[src/rtl/i2c_pkg.sv]
// Shared definitions for the I2C master command port and the register-access sequencer.
package i2c_pkg;

    localparam logic [2:0] START_CMD   = 3'd0;
    localparam logic [2:0] WR_CMD      = 3'd1;
    localparam logic [2:0] RD_CMD      = 3'd2;
    localparam logic [2:0] STOP_CMD    = 3'd3;
    localparam logic [2:0] RESTART_CMD = 3'd4;

    localparam logic [1:0] ERR_OK   = 2'd0;
    localparam logic [1:0] ERR_DEV  = 2'd1;
    localparam logic [1:0] ERR_REG  = 2'd2;
    localparam logic [1:0] ERR_DATA = 2'd3;

    typedef enum logic [3:0] {
        ST_IDLE,
        ST_START,
        ST_DEV_W,
        ST_REG,
        ST_WDATA,
        ST_RESTART,
        ST_DEV_R,
        ST_READ,
        ST_STOP,
        ST_DONE
    } seq_state_t;

    typedef enum logic {
        PH_ISSUE,
        PH_WAIT
    } seq_phase_t;

endpackage

[src/rtl/i2c_reg_seq.sv]
// Sequences START/address/register/data/RESTART/STOP commands into i2c_master
// to perform one single-byte register write or read per request.
module i2c_reg_seq
    import i2c_pkg::*;
(
    input  logic       clk,
    input  logic       rst_n,
    input  logic       req_valid,
    output logic       req_ready,
    input  logic       req_rw,
    input  logic [6:0] req_dev,
    input  logic [7:0] req_reg,
    input  logic [7:0] req_wdata,
    output logic       rsp_valid,
    output logic [7:0] rsp_rdata,
    output logic [1:0] rsp_err,
    output logic [2:0] m_cmd,
    output logic [7:0] m_din,
    output logic       m_wr_i2c,
    input  logic       m_ready,
    input  logic       m_done_tick,
    input  logic       m_ack,
    input  logic [7:0] m_dout
);

    seq_state_t state;
    seq_phase_t phase;
    logic       settle;
    logic       rw;
    logic [6:0] dev;
    logic [7:0] reg_addr;
    logic [7:0] wdata;
    logic       nack;
    logic [7:0] rbuf;
    logic       rd_ok;
    logic [1:0] err;

    logic [2:0] issue_cmd;
    logic [7:0] issue_din;
    logic       xfer;
    logic       nack_now;
    logic [7:0] dout_now;

    always_comb begin
        issue_cmd = START_CMD;
        issue_din = '0;
        case (state)
            ST_DEV_W:   begin issue_cmd = WR_CMD;      issue_din = {dev, 1'b0}; end
            ST_REG:     begin issue_cmd = WR_CMD;      issue_din = reg_addr;    end
            ST_WDATA:   begin issue_cmd = WR_CMD;      issue_din = wdata;       end
            ST_RESTART: begin issue_cmd = RESTART_CMD;                          end
            ST_DEV_R:   begin issue_cmd = WR_CMD;      issue_din = {dev, 1'b1}; end
            ST_READ:    begin issue_cmd = RD_CMD;      issue_din = 8'h01;       end
            ST_STOP:    begin issue_cmd = STOP_CMD;                             end
            default:    ;
        endcase
    end

    // The done tick may coincide with m_ready rising, so decisions use the live value.
    always_comb begin
        xfer     = state inside {ST_DEV_W, ST_REG, ST_WDATA, ST_DEV_R, ST_READ};
        nack_now = (m_done_tick && xfer) ? m_ack : nack;
        dout_now = (m_done_tick && state == ST_READ) ? m_dout : rbuf;
    end

    always_ff @(posedge clk) begin
        if (!rst_n) begin
            state     <= ST_IDLE;
            phase     <= PH_ISSUE;
            settle    <= 1'b0;
            rw        <= 1'b0;
            dev       <= '0;
            reg_addr  <= '0;
            wdata     <= '0;
            nack      <= 1'b0;
            rbuf      <= '0;
            rd_ok     <= 1'b0;
            err       <= ERR_OK;
            req_ready <= 1'b1;
            rsp_valid <= 1'b0;
            rsp_rdata <= '0;
            rsp_err   <= ERR_OK;
            m_cmd     <= START_CMD;
            m_din     <= '0;
            m_wr_i2c  <= 1'b0;
        end else begin
            m_wr_i2c  <= 1'b0;
            rsp_valid <= 1'b0;
            case (state)
                ST_IDLE: begin
                    if (req_valid) begin
                        rw        <= req_rw;
                        dev       <= req_dev;
                        reg_addr  <= req_reg;
                        wdata     <= req_wdata;
                        err       <= ERR_OK;
                        rd_ok     <= 1'b0;
                        req_ready <= 1'b0;
                        phase     <= PH_ISSUE;
                        state     <= ST_START;
                    end
                end
                ST_DONE: begin
                    req_ready <= 1'b1;
                    state     <= ST_IDLE;
                end
                default: begin
                    if (phase == PH_ISSUE) begin
                        if (m_ready) begin
                            m_cmd    <= issue_cmd;
                            m_din    <= issue_din;
                            m_wr_i2c <= 1'b1;
                            nack     <= 1'b0;
                            settle   <= 1'b1;
                            phase    <= PH_WAIT;
                        end
                    end else begin
                        // First WAIT cycle: the master has not yet dropped m_ready.
                        settle <= 1'b0;
                        if (m_done_tick && xfer) begin
                            nack <= m_ack;
                            if (state == ST_READ)
                                rbuf <= m_dout;
                        end
                        if (!settle && m_ready) begin
                            phase <= PH_ISSUE;
                            case (state)
                                ST_START: state <= ST_DEV_W;
                                ST_DEV_W: begin
                                    if (nack_now) begin
                                        err   <= ERR_DEV;
                                        state <= ST_STOP;
                                    end else begin
                                        state <= ST_REG;
                                    end
                                end
                                ST_REG: begin
                                    if (nack_now) begin
                                        err   <= ERR_REG;
                                        state <= ST_STOP;
                                    end else begin
                                        state <= rw ? ST_RESTART : ST_WDATA;
                                    end
                                end
                                ST_WDATA: begin
                                    if (nack_now)
                                        err <= ERR_DATA;
                                    state <= ST_STOP;
                                end
                                ST_RESTART: state <= ST_DEV_R;
                                ST_DEV_R: begin
                                    if (nack_now) begin
                                        err   <= ERR_DEV;
                                        state <= ST_STOP;
                                    end else begin
                                        state <= ST_READ;
                                    end
                                end
                                ST_READ: begin
                                    rbuf  <= dout_now;
                                    rd_ok <= 1'b1;
                                    state <= ST_STOP;
                                end
                                ST_STOP: begin
                                    rsp_valid <= 1'b1;
                                    rsp_err   <= err;
                                    if (rd_ok)
                                        rsp_rdata <= rbuf;
                                    state <= ST_DONE;
                                end
                                default: state <= ST_IDLE;
                            endcase
                        end
                    end
                end
            endcase
        end
    end

endmodule
[config.mk]
export PLATFORM = sky130hd
export DESIGN_NAME = i2c_reg_seq
export DESIGN_NICKNAME = d
export VERILOG_FILES = /design/src/rtl/i2c_pkg.sv /design/src/rtl/i2c_reg_seq.sv
export SDC_FILE = /design/constraint.sdc
export NUM_CORES = 1
export LEC_CHECK = 0
export ABC_CLOCK_PERIOD_IN_PS = 2600
export BUFFER_PORTS_ARGS = -buffer_cell sky130_fd_sc_hd__buf_2
export CAP_MARGIN = 20
export CORE_AREA = 10 10 73 99
export DETAILED_ROUTE_END_ITERATION = 16
export DIE_AREA = 0 0 83 109
export PLACE_DENSITY = 0.72
export SYNTH_ARGS = -nofsm -noshare
export SYNTH_HDL_FRONTEND = slang
export SYNTH_SLANG_ARGS = --single-unit
[constraint.sdc]
create_clock -name clk -period 2.6 [get_ports clk]
set_clock_uncertainty 0.2 [all_clocks]
set_input_delay 0.52 -clock clk [delete_from_list [all_inputs] [get_ports clk]]
set_output_delay 0.52 -clock clk [all_outputs]
set_load 0.02 [all_outputs]
==> qor.csv <==
metric,value,unit
final core utilization,0.619,
DP HPWL,5250,um
Net Sw Power,0.518,mW
Max-Cap Viols,0,
Yosys top cell by area,dfxtp_1,
uppermost layer routed,met4,
Setup TNS Final,0,ps
RSZ-0062 raised after global routing,false,
WP data required,2620,ps
Netlist Area Pre-Place,2790,sq um
row count,32,
WP data arrival,2130,ps
min-delay worst type,in -> reg,
worst hold slack,218,ps
# clock sinks,66,
Sw Ratio,0.229,
via count,2568,
PD cells,672,nW/um^2
Clock transition at path regs,70,ps
buffers added on ports,61,
Die Y,109,um
period utilization,0.813,
DRT antenna net count,0,
antenna violations before repair,0,
number of synthesized flops with an enable pin,0,
Synth top area share,0.474,
Clock Root Buffer,clkbuf_8,
synth warn,0,
effective utilization at floorplan,0.511,
met1 wire length,3030,um
clk buf depth,2,
Mapped Cells,336,
area delta synth->final,21.0,%
dpl cell area,3150,sq um
top post-synthesis cells by count,"nand2_1, dfxtp_1, a21oi_1",
DRC,0,
worst skew pair latency,340,ps
"Slew Viols, Final",0,
Tightest Pin Transition,668,ps
vias in the first global route,2555,
Leakage Power,1.41,nW
Post-Syn Nets,374,
# hold bufs at CTS,0,
die area,9050,sq um
Clk pwr share,0.427,
Post-CTS Setup Repair Bufs,0,
initial drt markers,264,
Fill cells,511,
dominant synthesized flop cell,dfxtp_1,
Area contributors post-synth,"dfxtp_1, nand2_1, a21oi_1",
Peak VDD IR,416,uV
grt total ovfl,0,
H-tree levels,3,
DR WL met3,494,um
fmax,473,MHz
CTS tree,yes,
post-synthesis sequential area ratio,0.474,
post-DR vias/cell,5.51,
status,"finished, final reports clean",
share of cells above drive strength 1,0.231,
endpoint class of the critical path,register,
GRT Total Usage,0.155,
Logic pwr share,0.097,
Pre-Repair DR Iteration Count,5,
NumNets Final,433,
core area,5450,sq um
Post-Layout Inst Area,3370,sq um
met2 WL,3390,um
IO Pins,62,
WL final,7080,um
Tmin final,2110,ps
Pint,1.75,mW
first-pass GRT wire length,11800,um
Async SR Flop Fraction,0,
WL per Instance,15.2,um
CP Class,reg -> reg,
Pwr Total,2.26,mW
worst-path fanout max,12,
pin count of the biggest net entering global routing,28,
number of inserted diodes,0,
Cell variety after synth,45,
"count leader, synth",nand2_1,
gpl congestion,0.904,
Relative slew margins,0.554,
sequential power share,0.476,
type of origin of the critical path,register,
Num CTS Buffers,9,
"flops & latches, synth",66,
"Hold Vio Cnt, Final",0,
CTS resizes,0,
die width,83,um
Post-Syn Area per Cell,8.29,sq um
Final Setup Violations,0,
## stage by stage
stage / setup slack, ps / instances
floorplan: 678 / 336
global placement: 576 / 452
detailed placement: 539 / 452
CTS: 497 / 466
global route: 318 / 466
finish: 485 / 466
## power groups by stage
stage | clock (mW) | combinational [mW] | sequential (mW)
after floorplan | 0 | 0.141 | 1.10
after global placement | 0 | 0.216 | 1.10
after detailed placement | 0 | 0.219 | 1.10
after CTS | 0.983 | 0.220 | 1.08
after global routing | 1.03 | 0.244 | 1.08
final | 0.966 | 0.220 | 1.08
## worst max-delay path, stage by stage (launching register included)
cell     delay, ps
dfxtp_1        540
nor2b_1        260
and3_1         230
and3_1         470
mux2i_1        250
nor2_1          60
## logic make-up (layout without fill, tap and decap cells)
logic type / count (synthesis) / in the layout / synth area share
AND/OR/NAND/NOR: 138 / 138 / 0.226
AO/OA/AOI/OAI: 92 / 92 / 0.204
flip-flops: 66 / 66 / 0.474
buffers and inverters: 25 / 87 / 0.0418
multiplexers: 14 / 14 / 0.0508
XOR/XNOR: 1 / 1 / 0.00315
## layout make-up
cell class              count  area, sq um  area share
clock buffers              12          165      0.0490
clock inverters             2         60.1      0.0178
inverters                   1         3.75     0.00111
multi-input cells         245         1350       0.400
flip-flops and latches     66         1320       0.392
well taps                  68         85.1      0.0252
repair buffers             72          388       0.115
## final timing paths
kind,end,slack (ps),from,cells past startpoint
setup / recovery,register,490,state[0],5
hold / removal,reg_addr[2],220,req_reg[2],3
setup reg to reg,register,490,state[0],5
hold reg to reg,wdata[3],250,wdata[3],2
## per-layer routing
layer,up-vias,GRT usage
met5,-,0
met4,0,0.0805
met3,16,0.0485
met2,89,0.252
met1,1188,0.180
li1,1275,-
## cell usage in the layout, fill, tap and decap left out, types with 2 or more instances in the layout
| master | instances |
|---|---|
| o211a_1 | 2 |
| nand2b_1 | 3 |
| a21oi_1 | 44 |
| buf_2 | 61 |
| a211oi_1 | 2 |
| and3_1 | 3 |
| o21ai_1 | 5 |
| buf_4 | 11 |
| bufinv_16 | 2 |
| o21ai_0 | 10 |
| dfxtp_1 | 66 |
| mux2i_1 | 13 |
| nor2b_1 | 7 |
| and2_1 | 2 |
| nand3_1 | 4 |
| o21bai_1 | 2 |
| a22oi_1 | 9 |
| clkbuf_8 | 12 |
| o21a_1 | 2 |
| nor3_1 | 3 |
| and3b_1 | 2 |
| a22o_1 | 8 |
| nor2_1 | 22 |
| nand2_1 | 82 |
(Power assumes the default switching activity.)
